### config.mk
export PLATFORM = sky130hd
export DESIGN_NAME = demux_1ton_stream_flat
export DESIGN_NICKNAME = d
export VERILOG_FILES = /design/src/rtl/demux_1ton_stream_if.sv /design/src/rtl/demux_1ton_stream.sv /design/src/flat_wrapper.sv
export SDC_FILE = /design/constraint.sdc
export NUM_CORES = 1
export LEC_CHECK = 0
export ABC_AREA = 1
export CORE_ASPECT_RATIO = 1.1
export CORE_MARGIN = 4
export CORE_UTILIZATION = 55
export CTS_BUF_LIST = sky130_fd_sc_hd__clkbuf_8
export DETAILED_ROUTE_END_ITERATION = 16
export DONT_BUFFER_PORTS = 1
export PLACE_DENSITY = 0.72
export SYNTH_ARGS = -nofsm -noshare
export SYNTH_HDL_FRONTEND = slang
export SYNTH_SLANG_ARGS = --single-unit
### constraint.sdc
create_clock -name clk -period 2.16 [get_ports clk]
set_input_delay 0.216 -clock clk [delete_from_list [all_inputs] [get_ports clk]]
set_output_delay 0.216 -clock clk [all_outputs]
set_load 0.02 [all_outputs]
### src/rtl/demux_1ton_stream_if.sv
// Stream bundle for demux_1ton_stream: one input stream (s_*) fanned out to N output channels (m_*).
// The master modport is the upstream/downstream side; the slave modport is the demux itself.
interface demux_1ton_stream_if #(
  parameter int WIDTH = 8,
  parameter int N     = 4,
  parameter int SEL_W = $clog2(N)
);
  logic [WIDTH-1:0]   s_data;
  logic [SEL_W-1:0]   s_sel;
  logic               s_last;
  logic               s_valid;
  logic               s_ready;
  logic [N*WIDTH-1:0] m_data;
  logic [N-1:0]       m_last;
  logic [N-1:0]       m_valid;
  logic [N-1:0]       m_ready;

  modport master (
    output s_data, s_sel, s_last, s_valid, m_ready,
    input  s_ready, m_data, m_last, m_valid
  );

  modport slave (
    input  s_data, s_sel, s_last, s_valid, m_ready,
    output s_ready, m_data, m_last, m_valid
  );
endinterface

### src/rtl/demux_1ton_stream.sv
// Registered 1-to-N packet demultiplexer; the destination is locked from head beat to s_last.
// Optional macro DEMUX_STATS_EN enables the saturating dropped-beat counter on drop_cnt.
module demux_1ton_stream #(
  parameter int WIDTH = 8,
  parameter int N     = 4,
  parameter int SEL_W = $clog2(N)
) (
  input  logic               clk,
  input  logic               rst_n,
  demux_1ton_stream_if.slave bus,
  output logic [15:0]        drop_cnt
);

  localparam logic [0:0] ST_IDLE = 1'b0;
  localparam logic [0:0] ST_LOCK = 1'b1;

  logic [0:0]       state;
  logic [SEL_W-1:0] lock_dst;
  logic [SEL_W-1:0] cur_dst;
  logic [SEL_W-1:0] hold_dst;
  logic [WIDTH-1:0] hold_data;
  logic             hold_valid;
  logic             hold_last;
  logic             hold_ready;
  logic             dst_legal;
  logic             accept;

  assign cur_dst   = (state == ST_IDLE) ? bus.s_sel : lock_dst;
  assign dst_legal = int'(cur_dst) < N;

  always_comb begin
    hold_ready = 1'b0;
    for (int k = 0; k < N; k++) begin
      if (hold_dst == SEL_W'(k)) hold_ready = bus.m_ready[k];
    end
  end

  // Beats for a nonexistent channel are swallowed even while a legal beat is held.
  assign bus.s_ready = !hold_valid || hold_ready || !dst_legal;
  assign accept      = bus.s_valid && bus.s_ready;

  always_ff @(posedge clk or negedge rst_n) begin
    if (!rst_n) begin
      state    <= ST_IDLE;
      lock_dst <= '0;
    end else if (accept) begin
      if (state == ST_IDLE) begin
        lock_dst <= bus.s_sel;
        state    <= bus.s_last ? ST_IDLE : ST_LOCK;
      end else if (bus.s_last) begin
        state <= ST_IDLE;
      end
    end
  end

  // A draining beat and a newly accepted beat swap in the same cycle, so there is no bubble.
  always_ff @(posedge clk or negedge rst_n) begin
    if (!rst_n) begin
      hold_valid <= 1'b0;
      hold_last  <= 1'b0;
      hold_data  <= '0;
      hold_dst   <= '0;
    end else if (accept && dst_legal) begin
      hold_valid <= 1'b1;
      hold_last  <= bus.s_last;
      hold_data  <= bus.s_data;
      hold_dst   <= cur_dst;
    end else if (hold_valid && hold_ready) begin
      hold_valid <= 1'b0;
    end
  end

  always_comb begin
    bus.m_data  = '0;
    bus.m_last  = '0;
    bus.m_valid = '0;
    for (int k = 0; k < N; k++) begin
      if (hold_valid && hold_dst == SEL_W'(k)) begin
        bus.m_data[k*WIDTH +: WIDTH] = hold_data;
        bus.m_last[k]                = hold_last;
        bus.m_valid[k]               = 1'b1;
      end
    end
  end

`ifdef DEMUX_STATS_EN
  always_ff @(posedge clk or negedge rst_n) begin
    if (!rst_n) begin
      drop_cnt <= 16'h0000;
    end else if (accept && !dst_legal && drop_cnt != 16'hFFFF) begin
      drop_cnt <= drop_cnt + 16'd1;
    end
  end
`else
  assign drop_cnt = 16'h0000;
`endif

endmodule
### src/flat_wrapper.sv
// flat-port wrapper written by rule: the top's interface ports become plain ports
module demux_1ton_stream_flat 
#(
  parameter int WIDTH = 8,
  parameter int N     = 4,
  parameter int SEL_W = $clog2(N)
)
  (clk, rst_n, drop_cnt, bus_s_data, bus_s_sel, bus_s_last, bus_s_valid, bus_m_ready, bus_s_ready, bus_m_data, bus_m_last, bus_m_valid);
  demux_1ton_stream_if #(.WIDTH(WIDTH), .N(N), .SEL_W(SEL_W)) bus_i ();
  input  logic clk;
  input  logic rst_n;
  output logic [15:0] drop_cnt;
  input wire logic [$bits(bus_i.s_data)-1:0] bus_s_data;
  input wire logic [$bits(bus_i.s_sel)-1:0] bus_s_sel;
  input wire logic [$bits(bus_i.s_last)-1:0] bus_s_last;
  input wire logic [$bits(bus_i.s_valid)-1:0] bus_s_valid;
  input wire logic [$bits(bus_i.m_ready)-1:0] bus_m_ready;
  output wire logic [$bits(bus_i.s_ready)-1:0] bus_s_ready;
  output wire logic [$bits(bus_i.m_data)-1:0] bus_m_data;
  output wire logic [$bits(bus_i.m_last)-1:0] bus_m_last;
  output wire logic [$bits(bus_i.m_valid)-1:0] bus_m_valid;
  assign bus_i.s_data = bus_s_data;
  assign bus_i.s_sel = bus_s_sel;
  assign bus_i.s_last = bus_s_last;
  assign bus_i.s_valid = bus_s_valid;
  assign bus_i.m_ready = bus_m_ready;
  assign bus_s_ready = bus_i.s_ready;
  assign bus_m_data = bus_i.m_data;
  assign bus_m_last = bus_i.m_last;
  assign bus_m_valid = bus_i.m_valid;
  demux_1ton_stream #(.WIDTH(WIDTH), .N(N), .SEL_W(SEL_W)) u_core (.clk(clk), .rst_n(rst_n), .bus(bus_i), .drop_cnt(drop_cnt));
endmodule
=== Word-level counts from Yosys, hierarchy flattened ===
Index checks and enable logic that the tools add are counted.

* Flip-flop bits (word level): 13
* RAM bits: 0
* Latch bits: 0
* Bits in read-only memories: 0
* Memories kept: 0
* Bits of input ports: 18

* Bitwise logic cells: 1
* Reduce and logical (&&, ||, !) cells: 11
* Order comparisons: 0
* Multiply operators: 0
* Muxes and demuxes: 20
* Equality and inequality tests: 3
* Shifts and indexed selects: 0
* Div/mod/pow operators: 0
* Add/sub/neg operators: 0

{| class="wikitable"
|+ Operator list
! operator !! count
|-
| $mux W8 || 4
|-
| $mux W1 || 15
|-
| $logic_and A1 B1 Y1 || 6
|-
| $eq A2 B2 Y1 const B || 2
|-
| $eq A2 B1 Y1 const B || 1
|-
| $logic_not A2 Y1 || 1
|-
| $mux W2 || 1
|-
| $reduce_and A2 Y1 || 1
|-
| $reduce_bool A2 Y1 || 1
|-
| $logic_not A1 Y1 || 1
|-
| $logic_or A1 B1 Y1 || 1
|-
| $not A1 Y1 || 1
|}

=== Longest topological paths before layout ===
Gate-level depths: netlist of the first run.

* Depth in word-level cells: 8
* Mapped depth: 9
* Mapped depth without buffers: 8

=== Worst setup path after synthesis of the first run ===
No wires, ideal clock.

* Kind: register to output
* From: reg u_core.hold_dst[1]
* To: out bus_m_data[16]
* Buffers on the path: 0
* Cell stages (with the launch flop): 5
* Path slack: 0.393 ns
* Arrival: 1.551 ns
* Cell sequence: dfrtp_1 -> inv_1 -> nor3_1 -> inv_2 -> nor2_1

* Cells in the longest elaborated chain, start to end: 3

{| class="wikitable"
|+ RTL lines
! what !! RTL line !! source
|-
| start: declaration || demux_1ton_stream.sv:20 || <nowiki>logic [SEL_W-1:0] hold_dst;</nowiki>
|-
| start signal: assignment || demux_1ton_stream.sv:67 || <nowiki>hold_dst <= cur_dst;</nowiki>
|-
| $eq A2 B2 Y1 || demux_1ton_stream.sv:78 || <nowiki>if (hold_valid && hold_dst == SEL_W'(k)) begin</nowiki>
|-
| $logic_and A1 B1 Y1 || demux_1ton_stream.sv:78 ||
|-
| $mux W8 || demux_1ton_stream.sv:78 ||
|-
| end: declaration || flat_wrapper.sv:19 || <nowiki>output wire logic [$bits(bus_i.m_data)-1:0] bus_m_data;</nowiki>
|}

Every way passes these cells.

=== Final worst setup path of the first run ===
* From: reg u_core.hold_dst[1]
* To: out bus_m_data[22]

Same word-level chain as after synthesis.

==> out/metrics.sh, run 1 <==
PATH_TYPE_OF_THE_WORST_SETUP_PATH='flip-flop to primary output'
INITIAL_UTILIZATION=0.5881
INSERTEDDIODECOUNT=0
CLOCK_BUFFERS_CREATED_BY_TRITONCTS=3
ANTENNA_FOUND_INITIAL=0
CTS-HOLD-FIX-BUFFERS=1
SYNTH-SIMPLE-AREA-SHARE=0.3104
P_INT_mW=0.7095
GRT_FIRST_PASS_WIRELENGTH_MM=2.980
BUFFER_PORTS.INSERTED=0
DRT-PASS1-ITER-COUNT=4
SYNTHADDERAREAFRAC=0
TIMING.FINAL.HOLD_VIOLATIONS=0
SEQ_PWR_SHARE=0.256
TIGHTEST_HOLD_CHECK_TYPE='primary input to flip-flop'
POWER.SHARE.CLOCK=0.128
FINAL_DESIGN_AREA_NO_FILL_UM2=975.9
SYNTH_CELL_TYPES=14
PATH_CLK_SLEW_NS=0.06
WORST_SETUP_PATH_END_KIND='primary output'
ROOT_BUFFER='clkbuf_8'
SETUP_TOTAL_NEGATIVE_SLACK_NS=0
CTS_TREE='yes'
GRT_UTIL_ALL_LAYERS=0.1712
AREA_SHARE_OF_XOR_XNOR_CELLS_IN_THE_SYNTHESIZED_DESIGN=0
DIE_H_UM=51.06
P_COMB_FRAC=0.616
DIE-AREA_UM2=2407
PERIOD_MINUS_SLACK_NS=1.843
PLACEDCELLCOUNT=157
POWER_SWITCHING_mW=0.9174
MAXCAPVIOLCOUNT=0
FINALSETUPVIOLATIONS=0
HTREE_NUM_LEVELS=1
CP.ARRIVAL_NS=1.63
RUN_STATUS='finished clean'
PATH_MAX_FANOUT=9
CLOCK_INSERTION_DELAY_WORST_SKEW_NS=0.24
FINALCRITPERIODSHARE=0.8534
SYNTHTOLAYOUTAREAGROWTH_PCT=5.263
SINK_COUNT_OF_THE_CLOCK_TREE=13
MAXSLEWHEADROOM=0.6055
FP-ROW-COUNT=15
WORST-ENDPOINT-REQUIRED_NS=1.94
HOLD_SLACK_FINAL_NS=0.09600
POSTROUTEWIRELENGTH_MM=2.120
MAX-CLOCK-PATH-BUFFERS=2
PLACEMENT_CELL_AREA_UM2=920.9
PLACE.GP.CONGESTION=0.7647
LAYOUT_SKEW_NS=0.006126
SYNTH.YOSYS.SEQ_AREA_SHARE=0.3509
CORE_AREA_UM2=1577
COMBINATIONAL_FAMILY_WITH_THE_MOST_AREA_AFTER_SYNTHESIS='simple AND/OR/NAND/NOR gates'
FINAL_NETS=164
P_LEAK_nW=0.5438
WIDTH_OF_THE_DIE_UM=47.15
POWER.SHARE.SWITCHING=0.5639
FINAL_MAX_SLEW_VIOL_COUNT=0
TIMING.CRITICAL_PATH.FROM_TYPE='flip-flop'
GRT_START_MAX_NET_PINS=21
MAX_CLOCK_FREQ_MHz=542.5
ROUTE.VIAS.TOTAL=795
DRCVIOLATIONCOUNT=0
SYNTH-COMPOUND-AREA-SHARE=0.09987
SYNTH.FF_LATCH_COUNT=13
P_PER_AREA_nW_PER_UM2=1667
IRDROPWORSTVDD_uV=755.5
GRT.OVERFLOW.TOTAL=0
POST_DRT_VIA_CELL_RATIO=4.907
POST-CTS-SETUP-BUFFERS=0
WORST-SLEW-PIN-TRANSITION_NS=0.5898
FIRST_GLOBAL_VIAS=681
YOSYS-MUX-AREA-FRACTION=0
YOSYS_WARNINGS=0
GRT_SETUP_UNREPAIRED='false'
POST_ROUTE_CELLS_DRIVE_ABOVE_1_SHARE=0.1793
SYNTH_AREA_PER_CELL_UM2=6.767
SYNTHESIS.AREA_UM2=927.1
INSTANCES_NO_FILL=162
POST_SYNTH_INST_COUNT=137
DRT-WIRELENGTH-PER-CELL_UM=13.09
ANT_NETS=0
IO-PIN-COUNT=75
FINALCOREUTILIZATION=0.6190
CTS-RESIZED-GATES=0
DRT-INITIAL-DRC-COUNT=15
DPL.HPWL_MM=1.663
[layer usage]
layer  global-route usage  share of wire  vias to the layer above
li1                     -              -                      392
met1               0.1810           0.40                      359
met2               0.3054           0.50                       42
met3              0.04577          0.097                        2
met4              0.06912         0.0066                        0
met5                    0              0                        -
[final timing paths]
check | startpoint | to | slack, ns | cells past startpoint
setup / recovery | u_core.hold_dst[1] | bus_m_data[22] | 0.32 | 4
max in group asynchronous | rst_n | u_core.hold_data[5] | 1.35 | 1
min in group asynchronous | rst_n | u_core.hold_data[1] | 0.42 | 1
hold reg to reg | u_core.hold_data[7] | u_core.hold_data[7] | 0.56 | 2
setup reg to reg | u_core.hold_dst[1] | u_core.hold_data[2] | 0.66 | 8
hold / removal | bus_s_valid | u_core.hold_valid | 0.1 | 2
[Yosys cell counts]
master / instances / area [µm²]
inv_1: 18 / 67.56
nand2_1: 23 / 86.33
nand3_1: 2 / 10.01
dfrtp_1: 13 / 325.3
inv_2: 3 / 11.26
conb_1: 1 / 3.750
nor3_1: 2 / 10.01
nand4_1: 3 / 18.77
o21ai_2: 10 / 87.58
nor2_1: 40 / 150.1
buf_4: 18 / 135.1
a21oi_1: 1 / 5.000
clkbuf_1: 1 / 3.750
nor2_2: 2 / 12.51
[logic make-up (layout without fill, tap and decap cells)]
logic type | count (synthesis) | count (layout)
and+or+nand+nor | 72 | 72
buffers and inverters | 40 | 33
DFF | 13 | 13
AOI/OAI and AO/OA | 11 | 11
other | 1 | 16
[critical path: stages, from the launching register on]
cell     delay (ns)
dfrtp_1        0.46
inv_1          0.10
nor3_1         0.33
inv_2          0.16
nor2_1         0.34
[cells in the final DEF (no fill, tap or decap), drive strengths merged]
cell         instances
dlygate4sd3          1
buf                  7
nand4                3
conb                16
nor2                42
a21oi                1
nand2               23
nor3                 2
inv                 22
o21ai               10
dfrtp               13
clkbuf               3
nand3                2
[registers in the layout, summed over array words and instances, names as in the netlist]
name,flops
u_core.state,1
u_core.hold_valid,1
u_core.hold_last,1
u_core.hold_data,8
u_core.hold_dst,2
[area by class of cell]
cell class | count | area [µm²]
Clock buffer | 3 | 41.29
Tap cell | 17 | 21.27
Multi-Input combinational cell | 99 | 442.9
Inverter | 21 | 78.83
Fill cell | 156 | 600.6
Sequential cell | 13 | 325.3
Timing Repair Buffer | 8 | 62.56
Clock inverter | 1 | 3.754
[per-stage QoR]
stage | setup slack, ns | power [mW]
floorplan | 0.3934 | 1.267
finish | 0.3166 | 1.627
CTS | 0.3324 | 1.643
global placement | 0.6964 | 1.392
detailed placement | 0.6040 | 1.422
global route | 0.2404 | 1.756
[power by group through the flow]
stage | Sequential (mW) | Combinational [mW] | Clock (mW)
global route | 0.430 | 1.10 | 0.227
finish | 0.416 | 1.00 | 0.208
CTS | 0.414 | 1.01 | 0.216
global placement | 0.411 | 0.981 | 0
detailed placement | 0.417 | 1.00 | 0
floorplan | 0.405 | 0.862 | 0
Note: power is estimated with default switching activity, not from simulation.
==> run 2: changes to the inputs <==
- GPL_TIMING_DRIVEN: not set -> 0
==> run 2 against run 1 <==
The run now ends with setup timing left. Design area up 8.6%. Global-route usage up 2.5 points. Critical path depth unchanged. Combinational power about the same. Sequential cell count unchanged. Clock power about the same.
==> out/metrics.sh, run 2 (synthesized netlist as in run 1, its figures left out) <==
P_INT_mW=0.6992  # -1.4%
MAXCAPVIOLCOUNT=0  # unchanged
CLOCK_INSERTION_DELAY_WORST_SKEW_NS=0.24  # about the same
WORST-ENDPOINT-REQUIRED_NS=1.94  # about the same
GRT_SETUP_UNREPAIRED='true'
P_PER_AREA_nW_PER_UM2=1527  # -8.4%
PLACE.GP.CONGESTION=0.8003  # +4.7%
HTREE_NUM_LEVELS=1  # unchanged
DRT-INITIAL-DRC-COUNT=14  # -1
SEQ_PWR_SHARE=0.259  # +0.003
FINAL_NETS=176  # +7.3%
GRT_UTIL_ALL_LAYERS=0.1959  # +0.02473
POWER.SHARE.SWITCHING=0.5680  # +0.004146
DRT-PASS1-ITER-COUNT=4  # unchanged
FINALCRITPERIODSHARE=1.016  # +0.1627
DIE_H_UM=51.06  # unchanged
ANT_NETS=0  # unchanged
GRT_FIRST_PASS_WIRELENGTH_MM=3.339  # +12%
LAYOUT_COMMONEST_CELL='nor2_1'
WIDTH_OF_THE_DIE_UM=47.15  # unchanged
FP-ROW-COUNT=15  # unchanged
IO-PIN-COUNT=75  # unchanged
MET3ROUTEDLENGTH_UM=238  # +16%
PATH_CLK_SLEW_NS=0.05  # about the same
SYNTHTOLAYOUTAREAGROWTH_PCT=14.31
P_COMB_FRAC=0.614  # -0.002
MOST-COMMON-LAYOUT-CELLS='nor2_1, nand2_1, inv_1, buf_4, conb_1'
TIMING.FINAL.HOLD_VIOLATIONS=0  # unchanged
WL_MET2_MM=1.209  # +15%
POST_ROUTE_CELLS_DRIVE_ABOVE_1_SHARE=0.2293  # +0.04999
MAX-CLOCK-PATH-BUFFERS=2  # unchanged
CORE_AREA_UM2=1577  # unchanged
ROOT_BUFFER='clkbuf_8'
P_LEAK_nW=0.6064  # +12%
MAX_CLOCK_FREQ_MHz=455.6  # -16%
FILLCELLCOUNT=153  # -1.9%
POWER_SWITCHING_mW=0.9195  # +0.23%
GRT_START_MAX_NET_PINS=14  # -33%
DPL.HPWL_MM=1.813  # +9.1%
DRCVIOLATIONCOUNT=0  # unchanged
PERIOD_MINUS_SLACK_NS=2.195  # +0.3514 ns
IRDROPWORSTVDD_uV=908.8  # +20%
ROUTE.LAYER.MET1.WL_UM=836  # -1.4%
GRT.OVERFLOW.TOTAL=0  # unchanged
LAYOUT_TOP_REGISTERS='u_core.hold_data x8, u_core.hold_dst x2'
PATH_TYPE_OF_THE_WORST_SETUP_PATH='flip-flop to primary output'
PATH_MAX_FANOUT=9  # unchanged
HOLD_SLACK_FINAL_NS=0.08908  # -0.006913 ns
TOP_SIGNAL_LAYER_USED='met4'
WORST_SETUP_PATH_END_KIND='primary output'
LAYOUT_SKEW_NS=0.001461  # -0.004665 ns
POST_DRT_VIA_CELL_RATIO=4.782  # -2.6%
CPMAXSTAGEDELAYCELL='nor3_1'
CP.ARRIVAL_NS=1.98  # +0.35 ns
ROUTE.VIAS.TOTAL=832  # +4.7%
CP_SLOWEST_STAGE_DELAY_NS=0.63  # +0.17 ns
MAXSLEWHEADROOM=0.4862  # -0.1193
DIE-AREA_UM2=2407  # unchanged
VIOLATIONS='setup timing'
CLOCK_BUFFERS_CREATED_BY_TRITONCTS=3  # unchanged
WORST-SLEW-PIN-TRANSITION_NS=0.7648  # +0.1750 ns
ANTENNA_FOUND_INITIAL=0  # unchanged
LAYOUT_SETUP_WS_NS=-0.03478  # -0.3514 ns
FINAL_MAX_SLEW_VIOL_COUNT=0  # unchanged
INSERTEDDIODECOUNT=0  # unchanged
FIRST_GLOBAL_VIAS=738  # +8.4%
TIGHTEST_HOLD_CHECK_TYPE='primary input to flip-flop'
FINALSETUPVIOLATIONS=18  # +18
TOP_REGISTER='u_core.hold_data'
NUMBER_OF_FLIP_FLOPS_IN_THE_LARGEST_REGISTER=8  # unchanged
POWER.SHARE.CLOCK=0.128  # about the same
FINALCOREUTILIZATION=0.6722  # +0.05317
SINK_COUNT_OF_THE_CLOCK_TREE=13  # unchanged
INITIAL_UTILIZATION=0.5881  # unchanged
CTS_TREE='yes'
WORSTPATHCELLLIST='inv_1, nor3_1, inv_2, nor2_1'
DRT-WIRELENGTH-PER-CELL_UM=13.20  # +0.83%
RUN_STATUS='finished with violations'
POSTROUTEWIRELENGTH_MM=2.296  # +8.3%
TIMING.CRITICAL_PATH.FROM_TYPE='flip-flop'
BUFFER_PORTS.INSERTED=0  # unchanged
-- run 2: changes by cell type in the layout (fill, tap and decap cells not counted), sizes merged --
cell	delta
buf	+11
clkbuf	+1
-- run 2: final timing paths --
kind / start / endpoint / slack [ns] / cells past startpoint
worst min-delay path: bus_s_valid / u_core.hold_valid / 0.09 / 2
worst max register to register: u_core.hold_dst[1] / u_core.hold_data[1] / 0.76 / 7
min in group asynchronous: rst_n / u_core.hold_last / 0.42 / 1
worst min register to register: u_core.state / u_core.state / 0.55 / 2
worst max-delay path: u_core.hold_dst[1] / bus_m_data[20] / -0.03 / 4
max in group asynchronous: rst_n / u_core.hold_data[0] / 1.36 / 1
-- run 2: per-stage QoR --
stage               total power, mW  instances  TNS (ns)  instance area, µm²  worst slack (ns)
finish                        1.619        174   -0.4794                1060          -0.03478
global route                  1.757        174    -2.888                1060           -0.1761
CTS                           1.633        174   -0.9236                1060          -0.05903
detailed placement            1.417        169         0                1005            0.2026
global placement              1.385        169         0                1005            0.2197
floorplan                     1.267        152         0               983.4            0.3934
-- run 2: cell type report --
class                      instances  area, µm²  area share
timing repair buffer               1      10.01    0.009445
tap                               17      21.27     0.02007
sequential                        13      325.3      0.3070
inverter                          21      78.83     0.07438
clock buffer                       3      41.29     0.03896
multi-input combinational         99      440.4      0.4156
buffer                            19      138.9      0.1311
clock inverter                     1      3.754    0.003542
-- run 2: repair_timing --
item                       in CTS  in global routing
setup endpoints to repair      18                 18
resized for setup               0                  0
hold buffers                    1                  0
hold endpoints to repair       13                  0
buffers inserted                0                  0
-- run 2: worst max-delay path: cells and delay by family, from the launching register on --
kind / cells / cell delay [ns]
AND/OR/NAND/NOR: 2 / 1.00
flip-flops: 1 / 0.45
buffers and inverters: 2 / 0.29
-- run 2: power groups by stage --
stage / Combinational, mW / Clock, mW / Sequential (mW)
floorplan: 0.862 / 0 / 0.405
global placement: 0.971 / 0 / 0.414
detailed placement: 0.993 / 0 / 0.424
CTS: 1.00 / 0.212 / 0.419
global route: 1.10 / 0.227 / 0.430
finish: 0.993 / 0.207 / 0.419
-- run 2: per-layer routing --
metal	up-vias	global-route usage
li1	414	-
met1	369	0.2040
met2	47	0.3597
met3	2	0.07042
met4	0	0.04147
met5	-	0
==> run 3: changes to the inputs <==
- CELL_PAD_IN_SITES_DETAIL_PLACEMENT: not set -> 1
- CELL_PAD_IN_SITES_GLOBAL_PLACEMENT: not set -> 1
- CORE_UTILIZATION: 55 -> 44
- PLACE_DENSITY: 0.72 -> 0.87
==> run 3 against run 2 <==
The run now ends clean. Clock-buffer cell count did not move. Non-clock buffer count unchanged. Total power increased by 1.9%. Critical path depth is the same. Design area grew 2.2%. Utilization fell by 13 points. Sequential cell count is the same. Maximum frequency grew 9.6%.
==> out/metrics.sh, run 3 (synthesized netlist as in run 1, its figures left out) <==
RUN_STATUS='finished clean'
TIGHTEST_HOLD_CHECK_TYPE='primary input to flip-flop'
STARTPOINT='u_core.hold_dst[1]'
PRE_CTS_SLACK_NS=0.1396  # -0.06300 ns
HOLD_START='bus_s_valid'
CORE_AREA_UM2=1999  # +27%
P_LEAK_nW=0.6084  # +0.32%
DIE-AREA_UM2=2906  # +21%
WIDTH_OF_THE_DIE_UM=51.77  # +9.8%
PLACE.GP.CONGESTION=0.7480  # -6.5%
LAYOUT_TOP_REGISTERS='u_core.hold_data x8, u_core.hold_dst x2'
NUMBER_OF_FLIP_FLOPS_IN_THE_LARGEST_REGISTER=8  # unchanged
MAXSLEWHEADROOM=0.6069  # +0.1207
IRDROPWORSTVDD_uV=706.7  # -22%
MAX_CLOCK_FREQ_MHz=499.5  # +9.6%
WORSTPATHCELLLIST='inv_1, nor3_2, inv_2, nor2_1'
ROOT_BUFFER='clkbuf_8'
LAYOUT_COMMONEST_CELL='nor2_1'
REGTOREGSTARTPOINT='u_core.hold_dst[1]'
PERIOD_MINUS_SLACK_NS=2.002  # -0.1929 ns
CLOCK_INSERTION_DELAY_WORST_SKEW_NS=0.24  # about the same
LAYOUT_SETUP_WS_NS=0.1581  # +0.1929 ns
GRT_UTIL_ALL_LAYERS=0.1910  # -0.004973
FINAL_MAX_SLEW_VIOL_COUNT=0  # unchanged
GRT_FIRST_PASS_WIRELENGTH_MM=4.236  # +27%
COMBINED_AREA_OF_THE_MULTI_INPUT_LOGIC_CELLS_UM2=450.4  # +2.3%
DRT-PASS1-ITER-COUNT=4  # unchanged
HOLD_SLACK_FINAL_NS=0.09692  # +0.007831 ns
SETUP_TOTAL_NEGATIVE_SLACK_NS=0  # +0.4794 ns
BUFFER_PORTS.INSERTED=0  # unchanged
DPL.HPWL_MM=2.019  # +11%
FINAL_NETS=176  # unchanged
KIND_OF_CELL_WITH_THE_HIGHEST_COMBINED_DELAY_ON_THE_CRITICAL_PATH='simple AND/OR/NAND/NOR gates'
PLACEMENT_CELL_AREA_UM2=1018  # +1.4%
TIMING.CRITICAL_PATH.FROM_TYPE='flip-flop'
FILLCELLCOUNT=287  # +88%
TOP_REGISTER='u_core.hold_data'
PATH_TYPE_OF_THE_WORST_SETUP_PATH='flip-flop to primary output'
ANTENNA_FOUND_INITIAL=0  # unchanged
POSTROUTEWIRELENGTH_MM=2.528  # +10%
SINK_COUNT_OF_THE_CLOCK_TREE=13  # unchanged
POST_ROUTE_CELLS_DRIVE_ABOVE_1_SHARE=0.2420  # +0.01274
FIRST_GLOBAL_VIAS=908  # +23%
GRT_SETUP_UNREPAIRED='false'
MAX-CLOCK-PATH-BUFFERS=2  # unchanged
CRITICAL_PATH_BUFFERS_AND_INVERTERS=2  # unchanged
MAXCAPVIOLCOUNT=0  # unchanged
HOLDPATHEND='u_core.hold_valid'
GRT_START_MAX_NET_PINS=14  # unchanged
PATH_MAX_FANOUT=9  # unchanged
WHS_PATH_DEPTH=2  # unchanged
CP.ARRIVAL_NS=1.79  # -0.19 ns
FF2FF_PATH_DEPTH=7  # unchanged
INSERTEDDIODECOUNT=0  # unchanged
SETUP.REG_TO_REG.WORST_SLACK_NS=0.69  # -0.07 ns
GRT.OVERFLOW.TOTAL=0  # unchanged
CTS_TREE='yes'
WORST-SLEW-PIN-TRANSITION_NS=0.5877  # -0.1771 ns
DRT-INITIAL-DRC-COUNT=14  # unchanged
IO-PIN-COUNT=75  # unchanged
DRT-WIRELENGTH-PER-CELL_UM=13.66  # +3.6%
TIMING.FINAL.HOLD_VIOLATIONS=0  # unchanged
LAYOUT_SKEW_NS=0.0009871  # -0.0004741 ns
FF_LATCH_AREA_UM2=325.3  # unchanged
MOST-COMMON-LAYOUT-CELLS='nor2_1, nand2_1, inv_1, buf_4, conb_1'
P_PER_AREA_nW_PER_UM2=1522  # -0.36%
SYNTHTOLAYOUTAREAGROWTH_PCT=16.87
PATH_CLK_SLEW_NS=0.05  # about the same
CPMAXSTAGEDELAYCELL='dfrtp_1'
FP-ROW-COUNT=17  # +2
ROUTE.VIAS.TOTAL=868  # +4.3%
CP_SLOWEST_STAGE_DELAY_NS=0.46  # -0.17 ns
HTREE_NUM_LEVELS=1  # unchanged
CRIT-REG2REG-CAPTURE='u_core.hold_data[4]'
POST_DRT_VIA_CELL_RATIO=4.692  # -1.9%
WORST-ENDPOINT-REQUIRED_NS=1.94  # about the same
DRCVIOLATIONCOUNT=0  # unchanged
ANT_NETS=0  # unchanged
FINALCRITPERIODSHARE=0.9268  # -0.08931
FINAL_DESIGN_AREA_NO_FILL_UM2=1084  # +2.2%
DIE_H_UM=56.15  # +10%
CLOCK_BUFFERS_CREATED_BY_TRITONCTS=3  # unchanged
WORST_SETUP_PATH_END_KIND='primary output'
INITIAL_UTILIZATION=0.4637  # -0.1244
FINALSETUPVIOLATIONS=0  # -18
-- run 3: layer usage --
layer / GRT usage / wire (µm) / vias up
met4: 0.05618 / 29 / 0
met1: 0.2300 / 965 / 406
met5: 0 / 0 / -
met2: 0.3418 / 1379 / 41
li1: - / - / 417
met3: 0.02681 / 153 / 4
-- run 3: how the worst max path moves through the flow --
| stage | end | slack (ns) | depth (start not counted) |
|---|---|---|---|
| 6_report | bus_m_data[16] | 0.16 | 4 |
| 5_1_grt | bus_m_data[22] | 0.01 | 4 |
| 4_1_cts | bus_m_data[18] | 0.15 | 4 |
| 3_5_place_dp | bus_m_data[18] | 0.14 | 4 |
| 3_3_place_gp | bus_m_last[2] | 0.19 | 4 |
| 2_1_floorplan | bus_m_data[16] | 0.39 | 4 |
-- run 3: through the flow --
stage / utilization / instances / power [mW]
after CTS: 0.5419 / 185 / 1.665
after global placement: 0.5094 / 180 / 1.395
final: 0.5419 / 185 / 1.649
after global routing: 0.5419 / 185 / 1.795
after floorplan: - / 152 / 1.267
after detailed placement: 0.5094 / 180 / 1.434
-- run 3: timing repair --
item                       4_1_cts  5_1_grt
hold buffers                     1        0
setup endpoints to repair       18        0
hold endpoints to repair        13        0
buffers inserted                 0        0
gates resized for setup          2        0
-- run 3: report_power, final --
group	switching (mW)	leakage [nW]	internal [mW]	total [mW]
clock	0.0808	0.0269	0.125	0.206
sequential	0.0613	0.158	0.358	0.419
combinational	0.804	0.423	0.220	1.02
total	0.946	0.608	0.703	1.65
-- run 3: layout make-up --
type / count / share of cell area
flip-flops and latches: 13 / 0.3002
inverters: 21 / 0.07275
repair buffers: 1 / 0.009238
clock buffers: 3 / 0.03811
clock inverters: 1 / 0.003464
multi-input cells: 99 / 0.4157
plain buffers: 19 / 0.1282
well taps: 28 / 0.03233
